$ cat config.mk
export PLATFORM = sky130hd
export DESIGN_NAME = lsu_mem_ctrl_flat
export DESIGN_NICKNAME = d
export VERILOG_FILES = /design/src/rtl/lsu_mem_ctrl_if.sv /design/src/rtl/lsu_mem_ctrl.sv /design/src/flat_wrapper.sv
export SDC_FILE = /design/constraint.sdc
export NUM_CORES = 1
export LEC_CHECK = 0
export CAP_MARGIN = 5
export CORE_ASPECT_RATIO = 0.8
export CORE_MARGIN = 2
export CORE_UTILIZATION = 45
export CTS_BUF_LIST = sky130_fd_sc_hd__clkbuf_8
export DETAILED_ROUTE_END_ITERATION = 8
export DONT_BUFFER_PORTS = 1
export PLACE_DENSITY = 0.61
export SKIP_CTS_REPAIR_TIMING = 1
export SLEW_MARGIN = 0
export SYNTH_ARGS = -nofsm -noshare
export SYNTH_HDL_FRONTEND = slang
export SYNTH_SLANG_ARGS = --single-unit
$ cat constraint.sdc
create_clock -name clk -period 2.2 [get_ports clk]
set_clock_uncertainty 0.2 [all_clocks]
set_input_delay 0.22 -clock clk [delete_from_list [all_inputs] [get_ports clk]]
set_output_delay 0.22 -clock clk [all_outputs]
set_load 0.03 [all_outputs]
$ cat src/rtl/lsu_mem_ctrl_if.sv
// ---------------------------------------------------------------------------
// lsu_mem_ctrl_if
// Core-side request/response bus of the load/store sequencer.
//   req_valid/req_ready  : request handshake (core -> controller)
//   req_we               : 1 = store, 0 = load
//   req_funct3           : RV32I width/extension code
//   req_addr             : byte address
//   req_wdata            : store data (low bytes used for B/H)
//   resp_valid/resp_ready: response handshake (controller -> core)
//   resp_rdata           : aligned, extended load data
//   resp_err             : access rejected without memory side effect
// Modports: master = core side, slave = controller side.
// ---------------------------------------------------------------------------
interface lsu_mem_ctrl_if;
  logic        req_valid;
  logic        req_ready;
  logic        req_we;
  logic [2:0]  req_funct3;
  logic [31:0] req_addr;
  logic [31:0] req_wdata;
  logic        resp_valid;
  logic        resp_ready;
  logic [31:0] resp_rdata;
  logic        resp_err;

  modport master (
    output req_valid, req_we, req_funct3, req_addr, req_wdata, resp_ready,
    input  req_ready, resp_valid, resp_rdata, resp_err
  );

  modport slave (
    input  req_valid, req_we, req_funct3, req_addr, req_wdata, resp_ready,
    output req_ready, resp_valid, resp_rdata, resp_err
  );
endinterface

$ cat src/rtl/lsu_mem_ctrl.sv
// ---------------------------------------------------------------------------
// lsu_mem_ctrl
// Load/store sequencer between the core memory stage and a word-wide,
// byte-enabled data memory with registered address and rd-gated registered
// read data. One request at a time: IDLE -> ACCESS -> (LD_WAIT) -> RESP.
// Ports:
//   clk, rst_n      : clock, asynchronous active-low reset
//   bus (slave)     : core request/response bus
//   mem_addr_o      : word address to memory
//   mem_rd_o        : read enable to memory
//   mem_we_o        : byte write enables
//   mem_wdata_o     : lane-replicated write data
//   mem_rdata_i     : memory read data
// ---------------------------------------------------------------------------
module lsu_mem_ctrl #(
  parameter int ADDR_W = 9
) (
  input  logic              clk,
  input  logic              rst_n,
  lsu_mem_ctrl_if.slave     bus,
  output logic [ADDR_W-1:0] mem_addr_o,
  output logic              mem_rd_o,
  output logic [3:0]        mem_we_o,
  output logic [31:0]       mem_wdata_o,
  input  logic [31:0]       mem_rdata_i
);

  typedef enum logic [1:0] {IDLE, ACCESS, LD_WAIT, RESP} state_t;

  state_t            state_q, state_d;
  logic              op_we_q, op_we_d;
  logic [2:0]        f3_q, f3_d;
  logic [1:0]        off_q, off_d;
  logic [ADDR_W-1:0] mem_addr_q, mem_addr_d;
  logic [3:0]        mem_we_q, mem_we_d;
  logic              mem_rd_q, mem_rd_d;
  logic [31:0]       mem_wdata_q, mem_wdata_d;
  logic              err_q, err_d;
  logic [31:0]       rdata_q, rdata_d;
  logic              ld_cap_q, ld_cap_d;

  // Request decode: legality, byte enables, lane replication.
  logic        req_bad;
  logic [3:0]  req_be;
  logic [31:0] req_wlane;

  always_comb begin
    req_bad   = 1'b0;
    req_be    = 4'b1111;
    req_wlane = bus.req_wdata;
    case (bus.req_funct3)
      3'b000, 3'b100: begin
        req_be    = 4'b0001 << bus.req_addr[1:0];
        req_wlane = {4{bus.req_wdata[7:0]}};
      end
      3'b001, 3'b101: begin
        req_be    = 4'b0011 << bus.req_addr[1:0];
        req_wlane = {2{bus.req_wdata[15:0]}};
        req_bad   = bus.req_addr[0];
      end
      3'b010:  req_bad = (bus.req_addr[1:0] != 2'b00);
      default: req_bad = 1'b1;
    endcase
    // Unsigned variants exist only for loads.
    if (bus.req_we && bus.req_funct3[2]) req_bad = 1'b1;
    if (bus.req_addr[31:ADDR_W+2] != '0) req_bad = 1'b1;
  end

  // Load alignment and extension from the memory's registered read data.
  logic [31:0] ld_shift;
  logic [31:0] ld_data;

  always_comb begin
    ld_shift = mem_rdata_i >> {off_q, 3'b000};
    case (f3_q)
      3'b000:  ld_data = {{24{ld_shift[7]}}, ld_shift[7:0]};
      3'b001:  ld_data = {{16{ld_shift[15]}}, ld_shift[15:0]};
      3'b100:  ld_data = {24'h0, ld_shift[7:0]};
      3'b101:  ld_data = {16'h0, ld_shift[15:0]};
      default: ld_data = ld_shift;
    endcase
  end

  always_comb begin
    state_d     = state_q;
    op_we_d     = op_we_q;
    f3_d        = f3_q;
    off_d       = off_q;
    mem_addr_d  = mem_addr_q;
    mem_we_d    = 4'b0000;
    mem_rd_d    = 1'b0;
    mem_wdata_d = mem_wdata_q;
    err_d       = err_q;
    rdata_d     = rdata_q;
    ld_cap_d    = 1'b0;
    case (state_q)
      IDLE: begin
        if (bus.req_valid) begin
          op_we_d = bus.req_we;
          f3_d    = bus.req_funct3;
          off_d   = bus.req_addr[1:0];
          err_d   = req_bad;
          rdata_d = '0;
          if (req_bad) begin
            state_d = RESP;
          end else begin
            state_d    = ACCESS;
            mem_addr_d = bus.req_addr[ADDR_W+1:2];
            // Enables are registered here so they are live for exactly the ACCESS cycle.
            if (bus.req_we) begin
              mem_we_d    = req_be;
              mem_wdata_d = req_wlane;
            end
          end
        end
      end
      ACCESS: begin
        if (op_we_q) begin
          state_d = RESP;
        end else begin
          state_d  = LD_WAIT;
          mem_rd_d = 1'b1;
        end
      end
      LD_WAIT: begin
        state_d  = RESP;
        ld_cap_d = 1'b1;
      end
      RESP: begin
        if (ld_cap_q) rdata_d = ld_data;
        if (bus.resp_ready) state_d = IDLE;
      end
      default: state_d = IDLE;
    endcase
  end

  always_ff @(posedge clk or negedge rst_n) begin
    if (!rst_n) begin
      state_q     <= IDLE;
      op_we_q     <= 1'b0;
      f3_q        <= 3'b000;
      off_q       <= 2'b00;
      mem_addr_q  <= '0;
      mem_we_q    <= 4'b0000;
      mem_rd_q    <= 1'b0;
      mem_wdata_q <= '0;
      err_q       <= 1'b0;
      rdata_q     <= '0;
      ld_cap_q    <= 1'b0;
    end else begin
      state_q     <= state_d;
      op_we_q     <= op_we_d;
      f3_q        <= f3_d;
      off_q       <= off_d;
      mem_addr_q  <= mem_addr_d;
      mem_we_q    <= mem_we_d;
      mem_rd_q    <= mem_rd_d;
      mem_wdata_q <= mem_wdata_d;
      err_q       <= err_d;
      rdata_q     <= rdata_d;
      ld_cap_q    <= ld_cap_d;
    end
  end

  assign bus.req_ready  = (state_q == IDLE);
  assign bus.resp_valid = (state_q == RESP);
  assign bus.resp_err   = err_q;
  // First RESP cycle forwards the memory's read register directly; the
  // captured copy then holds the value while the core stalls.
  assign bus.resp_rdata = ld_cap_q ? ld_data : rdata_q;
  assign mem_addr_o     = mem_addr_q;
  assign mem_rd_o       = mem_rd_q;
  assign mem_we_o       = mem_we_q;
  assign mem_wdata_o    = mem_wdata_q;

endmodule

$ cat src/flat_wrapper.sv
// flat-port wrapper written by rule: the top's interface ports become plain ports
module lsu_mem_ctrl_flat 
#(
  parameter int ADDR_W = 9
)
  (clk, rst_n, mem_addr_o, mem_rd_o, mem_we_o, mem_wdata_o, mem_rdata_i, bus_req_valid, bus_req_we, bus_req_funct3, bus_req_addr, bus_req_wdata, bus_resp_ready, bus_req_ready, bus_resp_valid, bus_resp_rdata, bus_resp_err);
  lsu_mem_ctrl_if bus_i ();
  input  logic clk;
  input  logic rst_n;
  output logic [ADDR_W-1:0] mem_addr_o;
  output logic mem_rd_o;
  output logic [3:0] mem_we_o;
  output logic [31:0] mem_wdata_o;
  input  logic [31:0] mem_rdata_i;
  input wire logic [$bits(bus_i.req_valid)-1:0] bus_req_valid;
  input wire logic [$bits(bus_i.req_we)-1:0] bus_req_we;
  input wire logic [$bits(bus_i.req_funct3)-1:0] bus_req_funct3;
  input wire logic [$bits(bus_i.req_addr)-1:0] bus_req_addr;
  input wire logic [$bits(bus_i.req_wdata)-1:0] bus_req_wdata;
  input wire logic [$bits(bus_i.resp_ready)-1:0] bus_resp_ready;
  output wire logic [$bits(bus_i.req_ready)-1:0] bus_req_ready;
  output wire logic [$bits(bus_i.resp_valid)-1:0] bus_resp_valid;
  output wire logic [$bits(bus_i.resp_rdata)-1:0] bus_resp_rdata;
  output wire logic [$bits(bus_i.resp_err)-1:0] bus_resp_err;
  assign bus_i.req_valid = bus_req_valid;
  assign bus_i.req_we = bus_req_we;
  assign bus_i.req_funct3 = bus_req_funct3;
  assign bus_i.req_addr = bus_req_addr;
  assign bus_i.req_wdata = bus_req_wdata;
  assign bus_i.resp_ready = bus_resp_ready;
  assign bus_req_ready = bus_i.req_ready;
  assign bus_resp_valid = bus_i.resp_valid;
  assign bus_resp_rdata = bus_i.resp_rdata;
  assign bus_resp_err = bus_i.resp_err;
  lsu_mem_ctrl #(.ADDR_W(ADDR_W)) u_core (.clk(clk), .rst_n(rst_n), .bus(bus_i), .mem_addr_o(mem_addr_o), .mem_rd_o(mem_rd_o), .mem_we_o(mem_we_o), .mem_wdata_o(mem_wdata_o), .mem_rdata_i(mem_rdata_i));
endmodule
==> metrics.txt, run 1 <==
# fillers approximately 870; Max-Cap Viols 0; Initial DRT Pass Iterations 5; sequential area share after synthesis roughly 45%; Clk pwr share around 16%; clk sinks 88; global placement routability congestion between 0.8 and 0.9; NetSw around 0.0035 W; Worst-Skew Late Latency 0.37 ns; Primary FF master, synth dfrtp_1; CP max stage delay 0.57 ns; Netlist cell types 42; Net count, final approximately 660; crit path kind flop to output pin; CTS clk-pin slew, worst paths roughly 0.090 ns; layout cell share with drive strength beyond 1 about a third; CTS max path bufs 2; Slew @ Worst Pin 1.06 ns; logic gate share of total power 58.5%; Site Rows 33; vias in the first global route 3780; Initial Utilization between 40% and 50%; # DRC 0; Startpoint Class flop; most frequent cells in the layout dfrtp_1, mux2_2, dlygate4sd3_1; I/O pin count around 190; CP cell instances mux4_2 > o22a_2 > a21oi_2 > a21oi_1 > buf_4; root buf cell clkbuf_8; crit-path max FO 5; TritonCTS Buffers 9; peak supply drop between 0.0009 and 0.001 V; post-DP HPWL ~9.4 mm; hold crit path type input port to asynchronous set/reset pin; Top delay family on crit path compound AO/OA/AOI/OAI gates; remaining antenna violation count 0; number of port buffers 0; largest cells by area after synthesis dfrtp_1, mux2_2, mux2i_1; async set-reset flop share out of synthesis 100%; DIE AREA 0.0117 mm2; Final WS setup -0.378 ns; H-tree depth 3; Sw Ratio 43.9%; RSZ-0062 raised after global routing true; largest net degree at the start of global routing 89; critical path data required time 1.78 ns; Period minus WS final around 2.6 ns; Yosys top cell by area dfrtp_1; antenna violations before repair 0; DR WL/cell a little over 20 um; Multi-input gate area 0.00269 mm2; Initial DRC Count approximately 300; floorplan core area between 0.01 and 0.015 mm2; number of enable flip-flop cells after synthesis 0; Worst EP arrival 2.16 ns; synthesis-to-finish area growth 32.1%; register area about 0.0022 mm2; Total GRT Usage 22.1%; antenna cells 0; Static Leak just under 3 nW; Yosys top cell area share approximately 45%; slew margin rel. about 29%; Power, Total around 0.0080 W; Slew Limit Fails 0; mean post-synth cell area approximately 11 um2; die extent in x between 100 and 150 um; Slowest cell on crit path mux4_2; die height 97.0 um; final setup vio count 32; Syn. warnings 0; Place WS -0.0601 ns; Vias/cell roughly 5.8; #FFs+latches synth 88; Int Pwr around 0.0045 W; GRT overflow 0; outcome finished with violations; fin crit share 117%; Seq pwr share between 20% and 30%; drt total wl between 10 and 15 mm; FMAX 388 MHz; commonest non-fill, non-tap cell in the layout dfrtp_1; CP bufs+invs 1; Synth Cell Area slightly below 0.005 mm2; hold_ws -0.668 ns; Vias ~4000; Worst setup EP type output pin; final hold violations just over 90; PD cells between 1000 and 1500 mW/mm2; failing checks negative hold slack, negative setup slack; first-pass GRT wire length ~20 mm; Mapped Cells 451; Syn Nets 559; TritonCTS clock tree done
[stage by stage]
step	cell area, um2	setup TNS [ns]	hold WS [ns]	utilization, %	cells
6_report	6430	-9.44	-0.668	61.8	693
4_1_cts	5560	-10.51	-0.676	53.4	628
3_3_place_gp	5330	0	-0.274	51.2	612
5_1_grt	6430	-11.61	-0.691	61.8	693
3_5_place_dp	5330	-0.133	-0.274	51.2	612
2_1_floorplan	4890	-0.323	-0.276	-	451
[synthesized netlist by cell type, drive strengths merged (7+ instances only)]
| cell | number |
|---|---|
| inv | 7 |
| nor2 | 33 |
| dfrtp | 88 |
| nand2 | 31 |
| o21ai | 28 |
| mux2 | 73 |
| mux2i | 39 |
| a21oi | 34 |
| clkbuf | 17 |
| a22oi | 8 |
| a31oi | 7 |
| a22o | 7 |
| a32o | 8 |
| buf | 13 |
| nor2b | 11 |
[worst register-to-register path, delay by kind of cell, from the launching register on]
| kind | cells | cell delay, ns |
|---|---|---|
| and+or+nand+nor | 1 | 0.23 |
| AOI/OAI and AO/OA | 2 | 0.46 |
| buffers and inverters | 1 | 0.17 |
| muxes | 1 | 0.57 |
| DFF | 1 | 0.39 |
[layout make-up]
type	instances	share of cell area [%]
multi-input combinational	327	41.9
clock buffer	10	2.14
sequential	88	34.3
clock inverter	6	1.40
timing repair buffer	115	17.2
tap	140	2.73
inverter	7	0.409
[state kept, by name, indices dropped and copies added, names as in the netlist]
name                 flops
u_core.mem_wdata_o      32
u_core.rdata_q          32
u_core.mem_addr_o        9
u_core.mem_we_o          4
u_core.f3_q              3
u_core.off_q             2
u_core.state_q           2
u_core.bus.resp_err      1
u_core.ld_cap_q          1
u_core.mem_rd_o          1
u_core.op_we_q           1
[worst paths after layout]
kind,start,to,slack [ns],cells after the start
min in group clk,bus_req_funct3[1],u_core.mem_wdata_o[31]$_DFFE_PN0P_,-0.06,2
setup / recovery,u_core.off_q[1]$_DFFE_PN0P_,bus_resp_rdata[19],-0.38,5
hold reg to reg,u_core.op_we_q$_DFFE_PN0P_,u_core.mem_rd_o$_DFF_PN0_,0.27,1
hold / removal,rst_n,u_core.mem_wdata_o[5]$_DFFE_PN0P_,-0.67,0
setup reg to reg,u_core.off_q[1]$_DFFE_PN0P_,u_core.rdata_q[9]$_DFFE_PN0P_,0.07,5
max in group asynchronous,rst_n,u_core.rdata_q[30]$_DFFE_PN0P_,2.31,0
[power groups by stage]
stage | Combinational (W) | Clock (W) | Sequential (W)
global placement | 0.00392 | 0 | 0.00207
floorplan | 0.00283 | 0 | 0.00203
finish | 0.00470 | 0.00128 | 0.00205
detailed placement | 0.00399 | 0 | 0.00207
CTS | 0.00401 | 0.00131 | 0.00204
global route | 0.00497 | 0.00138 | 0.00208
[layer usage]
layer / up-vias / wire (um) / GRT usage, %
met1: 2015 / 6350 / 30.6
met3: 24 / 965 / 6.84
li1: 1838 / - / -
met5: - / 0 / 0
met2: 160 / 6610 / 33.0
met4: 0 / 248 / 7.33
[cells by family after synthesis]
group / synth area share (%)
AND/OR/NAND/NOR: 9.57
multiplexers: 25.4
adder cells (fa/ha/maj): 1.03
AO/OA/AOI/OAI: 15.0
flip-flops: 45.3
buffers and inverters: 3.70
No activity file was read; power rests on OpenSTA's default activity.
==> run 2, diff against run 1 <==
Settings changed: BUFFER_PORTS_ARGS set to -buffer_cell sky130_fd_sc_hd__buf_2, DONT_BUFFER_PORTS 1 to unset, PLACE_DENSITY 0.61 to 0.76.
==> metrics.txt, run 2 (synthesized netlist as in run 1, its figures left out) <==
outcome finished with violations; failing checks negative hold slack, negative setup slack; top sig layer met4; first-pass GRT wire length 22.8 mm (+14%); antenna violations before repair 0 (unchanged); Total GRT Usage 24.5% (+2.4 points); FF-to-FF End u_core.rdata_q[10]$_DFFE_PN0P_; Slowest cell on crit path mux4_2; number of port buffers 184 (+184); Hold Path Cell Cnt 4; Worst R2R Path Depth 5 (unchanged); Worst-Skew Late Latency 0.36 ns (about the same); DR WL/cell 17.9 um (-13%); Sw Ratio 44.2% (+0.28 points); critical path data required time 1.78 ns (about the same); WP depth 5 (unchanged); Clk pwr share 17.9% (+2.0 points); most frequent cells in the layout buf_2, dfrtp_1, mux2_2; Net count, final 777 (+18%); final setup vio count 32 (unchanged); largest net degree at the start of global routing 58 (-35%); Hold Path Origin bus_req_wdata[28]; Place WS -0.0747 ns (-0.0146 ns); Max-Cap Viols 0 (unchanged); CTS max path bufs 2 (unchanged); Vias/cell 5.45 (-6.5%); Vias 4433 (+9.8%); # DRC 0 (unchanged); die height 97.0 um (unchanged); Top delay family on crit path compound AO/OA/AOI/OAI gates; met3 wire length 854 um (-12%); hold_ws -0.0129 ns (+0.655 ns); Layout Utilization 64.4% (+2.6 points); CP dominant cell by count a21oi_1; final hold violations 1 (-99%); Final WS setup -0.346 ns (+0.0326 ns); global placement routability congestion 0.933 (+13%); R2R setup slack 0.11 ns (+0.04 ns); vias in the first global route 4472 (+18%); commonest non-fill, non-tap cell in the layout buf_2; CP bufs+invs 1 (unchanged); WL met1 6.35 mm (about the same); # fillers 876 (+0.57%); floorplan core area 0.0104 mm2 (unchanged); crit path kind flop to output pin; hold crit path type input port to flop; TritonCTS clock tree done; fin crit share 116% (-1.5 points); TritonCTS Buffers 9 (unchanged); Worst Setup EP bus_resp_rdata[20]; DIE AREA 0.0117 mm2 (unchanged); crit-path max FO 11 (+6); post-DP HPWL 10.8 mm (+14%); CP cell instances mux4_2 > o22a_4 > a21oi_1 > a21oi_1 > buf_2; CP max stage delay 0.55 ns (-0.02 ns); H-tree depth 3 (unchanged); Period minus WS final 2.55 ns (-0.0326 ns); Initial DRT Pass Iterations 5 (unchanged); clk sinks 88 (unchanged); GRT overflow 0 (unchanged); R2R Path Start u_core.state_q[1]$_DFFE_PN0P_; remaining antenna violation count 0 (unchanged); synthesis-to-finish area growth 37.7%; FMAX 393 MHz (+1.3%); Worst setup EP type output pin; drt total wl 14.5 mm (+2.5%); slew margin rel. 57.8% (+29 points); Worst EP arrival 2.13 ns (-0.03 ns); logic gate share of total power 56.3% (-2.2 points); Site Rows 33 (unchanged); crit path from u_core.off_q[1]$_DFFE_PN0P_; Slew @ Worst Pin 0.633 ns (-0.431 ns); WL met2 7.13 mm (+7.8%); CTS clk-pin slew, worst paths 0.09 ns (about the same); Int Pwr 0.00437 W (-2.9%); root buf cell clkbuf_8; Initial Utilization 46.7% (unchanged); peak supply drop 0.000935 V (+0.71%); Startpoint Class flop; Static Leak 3.47 nW (+19%); I/O pin count 185 (unchanged); Slew Limit Fails 0 (unchanged); Seq pwr share 25.8% (+0.2 points); RSZ-0062 raised after global routing true; die extent in x 120 um (unchanged); NetSw 0.00346 W (-1.8%); layout cell share with drive strength beyond 1 48.4% (+15 points); Initial DRC Count 257 (-13%); PD cells 1170 mW/mm2 (-6.4%); antenna cells 0 (unchanged)
run 2: changes by cell type in the layout (fill, tap and decap cells not counted), sizes merged:
cell         before  now
buf              55  215
clkinvlp          0    1
bufinv            2    3
o22a              2    1
dlygate4sd3      60   22
inv              10    8
run 2: worst min-delay path: stages:
cell and delay [ns]:
buf_2 0.07, nand2_1 0.04, o21ai_0 0.06, mux2_1 0.12
run 2: area by class of cell:
class	count	area, um2	area share [%]
multi-input combinational	326	2550	38.1
sequential	88	2200	32.9
timing repair buffer	237	1490	22.2
tap	140	175	2.62
clock buffer	10	138	2.06
clock inverter	6	115	1.72
inverter	7	26.3	0.392
run 2: worst min path at each step:
| stage | to | slack [ns] |
|---|---|---|
| floorplan | u_core.bus.resp_err$_DFFE_PN0P_ | -0.28 |
| global placement | u_core.mem_addr_o[4]$_DFFE_PN0P_ | 0.07 |
| detailed placement | u_core.mem_addr_o[4]$_DFFE_PN0P_ | 0.08 |
| CTS | u_core.mem_wdata_o[17]$_DFFE_PN0P_ | -0.32 |
| global route | u_core.mem_wdata_o[17]$_DFFE_PN0P_ | 0.004 |
| finish | u_core.mem_wdata_o[28]$_DFFE_PN0P_ | -0.01 |
run 2: per-stage QoR:
stage / power [W] / area (um2) / instances / setup TNS, ns
2_1_floorplan: 0.00486 / 4890 / 451 / -0.323
3_3_place_gp: 0.00608 / 6140 / 776 / -0.0854
3_5_place_dp: 0.00619 / 6140 / 776 / -0.621
4_1_cts: 0.00761 / 6390 / 792 / -12.13
5_1_grt: 0.00828 / 6700 / 814 / -12.48
6_report: 0.00783 / 6700 / 814 / -9.29
run 2: power groups by stage:
stage / clock network (W) / registers [W] / logic [W]
finish: 0.00140 / 0.00202 / 0.00441
detailed placement: 0 / 0.00204 / 0.00414
global placement: 0 / 0.00203 / 0.00405
floorplan: 0 / 0.00203 / 0.00283
CTS: 0.00143 / 0.00202 / 0.00416
global route: 0.00149 / 0.00206 / 0.00474
run 2: per-layer routing:
layer | track usage (%) | vias to the layer above
met4 | 5.01 | 0
met2 | 39.9 | 153
li1 | - | 2084
met1 | 33.7 | 2176
met5 | 0 | -
met3 | 5.42 | 20
==> run 3, diff against run 2 <==
Settings changed: TNS_END_PERCENT set to 50.
==> metrics.txt, run 3 (synthesized netlist as in run 1, its figures left out) <==
vias in the first global route 4472 (unchanged); met3 Use GR 5.42% (unchanged); floorplan core area 0.0104 mm2 (unchanged); clk sinks 88 (unchanged); H-tree depth 3 (unchanged); first-pass GRT wire length 22.8 mm (unchanged); Static Leak 3.46 nW (about the same); Vias/cell 5.45 (about the same); met2 Track Usage GR 39.9% (unchanged); # DRC 0 (unchanged); hold crit path type input port to flop; Final WS setup -0.344 ns (+0.00171 ns); Initial DRC Count 296 (+15%); PD cells 1170 mW/mm2 (-0.27%); Slew Limit Fails 0 (unchanged); Total GRT Usage 24.5% (unchanged); peak supply drop 0.000934 V (-0.11%); Max-Cap Viols 0 (unchanged); final setup vio count 32 (unchanged); global placement routability congestion 0.933 (unchanged); Period minus WS final 2.54 ns (-0.00171 ns); synthesis-to-finish area growth 37.4%; DP Cell Count 776 (unchanged); Power, Total 0.00779 W (-0.49%); Startpoint Class flop; Net count, final 777 (unchanged); failing checks negative hold slack, negative setup slack; antenna cells 0 (unchanged); hold_ws -0.0124 ns (+0.000525 ns); CTS clk-pin slew, worst paths 0.09 ns (about the same); Worst EP arrival 2.12 ns (about the same); outcome finished with violations; Site Rows 33 (unchanged); Area after DPL 0.00614 mm2 (unchanged); Slew @ Worst Pin 0.634 ns (+0.000523 ns); most frequent cells in the layout buf_2, dfrtp_1, mux2_2; largest net degree at the start of global routing 58 (unchanged); commonest non-fill, non-tap cell in the layout buf_2; critical path data required time 1.78 ns (about the same); Worst setup EP type output pin; crit-path max FO 11 (unchanged); Initial Utilization 46.7% (unchanged); final hold violations 1 (unchanged); layout cell share with drive strength beyond 1 48.4% (unchanged); met1 Use GR 33.7% (unchanged); die height 97.0 um (unchanged); FMAX 393 MHz (about the same); Vias 4437 (+0.090%); GRT busiest layer met2; DIE AREA 0.0117 mm2 (unchanged); Initial DRT Pass Iterations 5 (unchanged); TritonCTS Buffers 9 (unchanged); number of port buffers 184 (unchanged); TritonCTS clock tree done; crit path kind flop to output pin; DR WL/cell 17.8 um (-0.23%); Finished Cell Area 0.00668 mm2 (-0.22%); Finished Layout Cells 814 (unchanged); drt total wl 14.5 mm (-0.23%); fin crit share 116% (about the same); slew margin rel. 57.8% (about the same); RSZ-0062 raised after global routing true; Worst-Skew Late Latency 0.36 ns (about the same); post-DP HPWL 10.8 mm (unchanged); remaining antenna violation count 0 (unchanged); antenna violations before repair 0 (unchanged); GRT overflow 0 (unchanged); I/O pin count 185 (unchanged); root buf cell clkbuf_8; CTS max path bufs 2 (unchanged); die extent in x 120 um (unchanged)
run 3: cell type report:
| cell class | count | area, um2 |
|---|---|---|
| fillers | 876 | 3720 |
| clock inverters | 6 | 115 |
| multi-input cells | 326 | 2550 |
| inverters | 7 | 26.3 |
| repair buffers | 237 | 1470 |
| well taps | 140 | 175 |
| clock buffers | 10 | 138 |
| flip-flops and latches | 88 | 2200 |
run 3: path summary, 6_finish.rpt:
path | cells past startpoint | to | from | slack [ns]
setup / recovery | 5 | bus_resp_rdata[20] | u_core.off_q[1]$_DFFE_PN0P_ | -0.34
hold / removal | 4 | u_core.mem_wdata_o[28]$_DFFE_PN0P_ | bus_req_wdata[28] | -0.01
setup reg to reg | 5 | u_core.rdata_q[10]$_DFFE_PN0P_ | u_core.off_q[1]$_DFFE_PN0P_ | 0.11
hold reg to reg | 1 | u_core.mem_rd_o$_DFF_PN0_ | u_core.op_we_q$_DFFE_PN0P_ | 0.26
max in group asynchronous | 3 | u_core.rdata_q[5]$_DFFE_PN0P_ | rst_n | 1.03
min in group asynchronous | 2 | u_core.mem_addr_o[7]$_DFFE_PN0P_ | rst_n | 0.22
run 3: critical path, stage by stage (launching register included):
cell	delay, ns
dfrtp_1	0.39
mux4_2	0.54
o22a_4	0.32
a21oi_1	0.23
a21oi_1	0.09
buf_2	0.19
run 3: through the flow:
stage | utilization, % | worst slack [ns] | TNS [ns]
global route | 64.2 | -0.467 | -12.53
finish | 64.2 | -0.344 | -9.31
global placement | 59.0 | -0.0333 | -0.0854
floorplan | - | -0.0461 | -0.323
detailed placement | 59.0 | -0.0747 | -0.621
CTS | 61.4 | -0.507 | -12.13
run 3: per-layer routing:
| layer | part of all wire [%] | vias to the layer above |
|---|---|---|
| met1 | 44 | 2166 |
| li1 | - | 2086 |
| met4 | 1.4 | 0 |
| met2 | 49 | 165 |
| met3 | 6.3 | 20 |
| met5 | 0 | - |
run 3: where the power goes:
part / switching, W / leakage, nW / internal, W
sequential: 0.000161 / 1.19 / 0.00186
combinational: 0.00268 / 2.15 / 0.00169
clock: 0.000607 / 0.123 / 0.000792
